## config.mk

```make
export PLATFORM = sky130hd
export DESIGN_NAME = divide_sequential
export DESIGN_NICKNAME = d
export VERILOG_FILES = /design/src/rtl/divide_sequential.sv
export SDC_FILE = /design/constraint.sdc
export NUM_CORES = 1
export LEC_CHECK = 0
export ABC_AREA = 1
export BUFFER_PORTS_ARGS = -buffer_cell sky130_fd_sc_hd__buf_2
export CAP_MARGIN = 20
export CORE_ASPECT_RATIO = 1.5
export CORE_MARGIN = 1
export CORE_UTILIZATION = 54
export DETAILED_ROUTE_END_ITERATION = 8
export PLACE_DENSITY = 0.88
export SYNTH_ARGS = -nofsm -noshare
export SYNTH_HDL_FRONTEND = slang
export SYNTH_SLANG_ARGS = --single-unit
```

## constraint.sdc

```tcl
create_clock -name clk -period 3.84 [get_ports clk]
set_input_delay 0.192 -clock clk [delete_from_list [all_inputs] [get_ports clk]]
set_output_delay 0.192 -clock clk [all_outputs]
set_load 0.01 [all_outputs]
```

## src/rtl/divide_sequential.sv

```systemverilog
// divide_sequential: radix-2 restoring floating-point divider on the extended
// operand word {exception, sign, exponent, mantissa-without-hidden-bit}.
module divide_sequential #(
  parameter int unsigned size_exponent        = 8,
  parameter int unsigned size_mantissa        = 24,
  parameter int unsigned size_counter         = 5,
  parameter int unsigned size_exception_field = 2,
  parameter logic [size_exception_field-1:0] zero          = 2'd0,
  parameter logic [size_exception_field-1:0] normal_number = 2'd1,
  parameter logic [size_exception_field-1:0] infinity      = 2'd2,
  parameter logic [size_exception_field-1:0] NaN           = 2'd3,
  parameter int unsigned size = size_exponent + size_mantissa + size_exception_field
) (
  input  logic            clk,
  input  logic            rst,
  input  logic [size-1:0] a_number_i,
  input  logic [size-1:0] b_number_i,
  input  logic            start_i,
  output logic            ready_o,
  output logic            valid_o,
  output logic [size-1:0] resulting_number_o
);

  localparam int unsigned MW   = size_mantissa;
  localparam int unsigned EW   = size_exponent + 2;
  localparam int unsigned EXPH = size - size_exception_field - 2;
  localparam int unsigned BIAS = (2 ** (size_exponent - 1)) - 1;
  localparam int unsigned EMAX = (2 ** size_exponent) - 1;

  typedef enum logic [1:0] {IDLE, DIVIDE, ROUND} state_t;

  state_t                          state_q;
  logic [size_counter-1:0]         cnt_q;
  logic [MW:0]                     rem_q;
  logic [MW:0]                     quo_q;
  logic [MW-1:0]                   mb_q;
  logic signed [EW-1:0]            exp_q;
  logic                            sign_q;
  logic [size_exception_field-1:0] exc_q;

  // Operand unpacking and load-time values for an accepted start
  logic [size_exception_field-1:0] xa, xb, exc_load;
  logic [size_exponent-1:0]        ea, eb;
  logic [MW-1:0]                   ma, mb;
  logic                            pre_shift;
  logic signed [EW-1:0]            exp_load;

  always_comb begin
    xa        = a_number_i[size-1 -: size_exception_field];
    xb        = b_number_i[size-1 -: size_exception_field];
    ea        = a_number_i[EXPH -: size_exponent];
    eb        = b_number_i[EXPH -: size_exponent];
    ma        = {1'b1, a_number_i[MW-2:0]};
    mb        = {1'b1, b_number_i[MW-2:0]};
    pre_shift = (ma < mb);
    exp_load  = $signed(EW'(ea)) - $signed(EW'(eb)) + $signed(EW'(BIAS))
                - (pre_shift ? $signed(EW'(1)) : $signed(EW'(0)));
    if ((xa == NaN) || (xb == NaN) || ((xa == zero) && (xb == zero)) ||
        ((xa == infinity) && (xb == infinity)))
      exc_load = NaN;
    else if ((xa == infinity) || (xb == zero))
      exc_load = infinity;
    else if ((xa == zero) || (xb == infinity))
      exc_load = zero;
    else
      exc_load = normal_number;
  end

  // One restoring iteration: trial subtract, then shift the remainder
  logic          q_bit;
  logic [MW:0]   rem_sub, rem_next;

  always_comb begin
    q_bit    = (rem_q >= {1'b0, mb_q});
    rem_sub  = rem_q - {1'b0, mb_q};
    rem_next = q_bit ? (rem_sub << 1) : (rem_q << 1);
  end

  // Round-to-nearest-even, exponent range check and result packing
  logic                 guard, sticky, inc, carry;
  logic [MW:0]          mant_sum;
  logic [MW-2:0]        frac;
  logic signed [EW-1:0] exp_rnd;
  logic [size-1:0]      result;

  always_comb begin
    guard    = quo_q[0];
    sticky   = |rem_q;
    inc      = guard & (sticky | quo_q[1]);
    mant_sum = {1'b0, quo_q[MW:1]} + (MW+1)'(inc);
    carry    = mant_sum[MW];
    frac     = (MW-1)'(mant_sum);
    exp_rnd  = exp_q + (carry ? $signed(EW'(1)) : $signed(EW'(0)));
    if (exc_q != normal_number)
      result = {exc_q, sign_q, (size - size_exception_field - 1)'(0)};
    else if (exp_rnd >= $signed(EW'(EMAX)))
      result = {infinity, sign_q, (size - size_exception_field - 1)'(0)};
    else if (exp_rnd <= $signed(EW'(0)))
      result = {zero, sign_q, (size - size_exception_field - 1)'(0)};
    else
      result = {normal_number, sign_q, size_exponent'(exp_rnd), frac};
  end

  // Control FSM with datapath registers and registered handshake outputs
  always_ff @(posedge clk or posedge rst) begin
    if (rst) begin
      state_q            <= IDLE;
      cnt_q              <= '0;
      rem_q              <= '0;
      quo_q              <= '0;
      mb_q               <= '0;
      exp_q              <= '0;
      sign_q             <= 1'b0;
      exc_q              <= zero;
      ready_o            <= 1'b1;
      valid_o            <= 1'b0;
      resulting_number_o <= '0;
    end else begin
      valid_o <= 1'b0;
      case (state_q)
        IDLE: begin
          if (start_i) begin
            state_q <= DIVIDE;
            ready_o <= 1'b0;
            cnt_q   <= '0;
            rem_q   <= pre_shift ? {ma, 1'b0} : {1'b0, ma};
            quo_q   <= '0;
            mb_q    <= mb;
            exp_q   <= exp_load;
            sign_q  <= a_number_i[size-size_exception_field-1] ^
                       b_number_i[size-size_exception_field-1];
            exc_q   <= exc_load;
          end
        end
        DIVIDE: begin
          rem_q <= rem_next;
          quo_q <= {quo_q[MW-1:0], q_bit};
          cnt_q <= cnt_q + size_counter'(1);
          if (cnt_q == size_counter'(MW))
            state_q <= ROUND;
        end
        ROUND: begin
          resulting_number_o <= result;
          valid_o            <= 1'b1;
          ready_o            <= 1'b1;
          state_q            <= IDLE;
        end
        default: begin
          state_q <= IDLE;
          ready_o <= 1'b1;
        end
      endcase
    end
  end

endmodule
```

==> impl_metrics.toml <==
[finish]
final_nets = 1688
fillCellCount = 1549
synthToLayoutAreaGrowth_pct = 15.1
multi_input_area_um2 = 5450
regArea_um2 = 3250
layout_commonest_cell = "nand2_1"
antennaDiodeCount = 0
layout_common_cells = "nand2_1 (485), inv_1 (245), dfrtp_1 (129)"
layout-drive-gt1-share = 0.142
finalNonFillerCells = 1773

[synth]
synth_warnings = 0
yosys-top-cells-area = "dfrtp_1 (33%), nand2_1 (19%), inv_1 (9.5%), ha_1 (8.6%), nand3_1 (5.4%)"
synthFlopType = "dfrtp_1"
synth_cell_type_count = 43
synth_top_area_share = 0.331
yosysSeqAreaShare = 0.333
avgSynthCellArea_um2 = 6.79
syn_inst = 1438
syn-num-nets = 1579
syn_area_um2 = 9760
async_flop_share = 1.00
synth_edf_count = 0
ys_ff_latch = 130
synth_top_area_cell = "dfrtp_1"

[run_status]
status = "complete, but fails checks"
violations = "DRC, hold timing"

[global_routing]
antenna_found_initial = 0
grt_pass1_vias = 9754
grt_pass1_wl_um = 43700
track_usage = 0.290
globalRouteOverflowTotal = 0
grt_max_degree = 77

[timing]
min_period_ns = 3.72
finalCritPeriodShare = 0.969
worst_pin_slew_ns = 0.970
setup_viol = 0
worst_clock_skew_ns = 0.0117
slew_viol_final = 0
max-slew-margin-rel = 0.353
hold_slack_ns = -0.0279
timing.fmax_mhz = 269
finalHoldViolations = 18

[routing]
drc = 11
drt_iter0_drc = 749
ant_nets = 0
wirelength_um = 26500
drt_first_pass_iters = 8
vias = 9819
routedWlPerCell_um = 15.0
post_drt_via_cell_ratio = 5.54

[die]
core_um2 = 17500
rows = 59
die_area_um2 = 18600
start_util = 0.558
ios = 107
die_w_um = 112
fp.dieH_um = 167

[worst_hold_path]
hold_path.class = "primary input to async pin"

[placement]
dp.cells = 1731
gp_congestion = 0.972
port_buffers = 106
hpwl_um = 18800

[setup_path]
start_kind = "flop"
critPathMostFrequentCell = "nand2_1"
crit_path_end_kind = "flop"
path_max_fanout = 5
critPathArrivalTime_ns = 4.04
crit_slowest_cell = "dfrtp_1"
criticalPathCategory = "flop to flop"
cp.required_ns = 4.16
max_stage_delay_ns = 0.37

[clock_tree]
htree_levels = 4
cts_tree = "done"
clock-root-buffer = "clkbuf_16"
clk_pin_slew_ns = 0.06
postCtsHoldBufs = 0
clk_latency_ns = 0.43
clockBufferDepth = 2
cts_sinks = 130
cts_buffers = 17

[power_and_ir_drop]
vdd.ir_drop.worst_mv = 0.492
power_leakage_uw = 0.00632
powerDensity_nw_per_um2 = 873
power_uw = 9800

[job]
maxCapViolations = 0
## synthesized netlist by cell type (2+ instances only)
cell      instances
nand3_2           2
nand3_1         105
nor2_1           71
clkinv_1          2
nor3_1           11
o22ai_1          30
xnor2_1          12
o21ai_1           2
nand4_1          42
nand2_1         487
nand3b_1         11
buf_1             4
a21oi_1          40
dfrtp_1         129
buf_2             7
xor2_1           17
ha_1             67
nor3_2            2
buf_6             4
inv_1           246
o21ai_0          61
nor2_2            8
o21ai_2          20
clkbuf_1         25
mux2i_1           2
o21bai_1          5
inv_2             2
o21a_1            3
fa_1              3
nand2_2           5
## registers in the layout (all words and copies together), names as in the netlist
| name | count |
|---|---|
| cnt_q | 5 |
| exc_q | 2 |
| exp_q | 10 |
| mb_q | 24 |
| quo_q | 25 |
| ready_o | 1 |
| rem_q | 25 |
| resulting_number_o | 34 |
| sign_q | 1 |
| state_q | 2 |
| valid_o | 1 |
## routing by layer
metal  vias up  wire length, um  global-route usage
met5         -                0                   0
met4         0             1460               0.194
met3       124             1080              0.0491
met2       336            14400               0.543
met1      4573             9610               0.289
li1       4786                -                   -
## worst max-delay path: cells and delay by family, from the launching register on
kind	cells	cell delay [ns]
buf+inv	3	0.35
simple gates	20	2.29
flops	1	0.37
fa+ha+maj	3	0.58
## per-stage QoR
stage	hold WS, ns	worst slack (ns)	TNS, ns	area [um2]	util
6_report	-0.0279	0.119	0	11200	0.642
5_1_grt	0.0463	-0.0941	-1.87	11200	0.642
4_1_cts	0.0234	0.00401	0	11100	0.635
3_5_place_dp	0.444	-0.132	-2.10	10500	0.599
3_3_place_gp	0.440	0.111	0	10500	0.599
2_1_floorplan	0.353	0.180	0	9760	-
## report_power, final
| group | total, uW | switching, uW | leakage, uW | internal, uW |
|---|---|---|---|---|
| Sequential | 2330 | 437 | 0.00166 | 1890 |
| Combinational | 5780 | 3740 | 0.00436 | 2030 |
| Clock | 1690 | 646 | 0.000300 | 1050 |
## cell families (layout without fill, tap and decap cells)
logic type,after synthesis,count (layout),share of synthesized area
AO/OA/AOI/OAI,166,166,0.101
XOR/XNOR,29,29,0.0260
adder cells (fa/ha/maj),70,70,0.0921
buffers and inverters,290,411,0.116
flip-flops,130,130,0.333
multiplexers,2,2,0.00205
AND/OR/NAND/NOR,751,752,0.330
## path summary, 6_finish.rpt
check                                startpoint                                 end  slack (ns)  depth (start not counted)
setup / recovery           quo_q[0]$_DFFE_PP0P_  resulting_number_o[19]$_DFFE_PP0P_        0.12                         26
hold / removal                              rst                mb_q[21]$_DFFE_PP0P_       -0.03                          2
setup reg to reg           quo_q[0]$_DFFE_PP0P_  resulting_number_o[19]$_DFFE_PP0P_        0.12                         26
hold reg to reg            mb_q[23]$_DFFE_PP0P_                mb_q[23]$_DFFE_PP0P_        0.46                          2
max in group asynchronous                   rst                 ready_o$_DFFE_PP1P_        2.86                          3
min in group clk                  b_number_i[8]                 mb_q[8]$_DFFE_PP0P_        0.04                          3
## final cells by class
class	count	share of cell area
flip-flops and latches	130	0.290
repair buffers	129	0.0626
clock inverters	10	0.0107
inverters	250	0.0838
multi-input cells	1019	0.485
well taps	213	0.0237
clock buffers	22	0.0440
## timing repair
| item | 4_1_cts | 5_1_grt |
|---|---|---|
| buffers inserted | 1 | 8 |
| pin swaps | 1 | 7 |
| resized for setup | 2 | 14 |
| cloned | 0 | 1 |
| setup endpoints to repair | 26 | 32 |
Note: power is estimated with default switching activity, not from simulation.
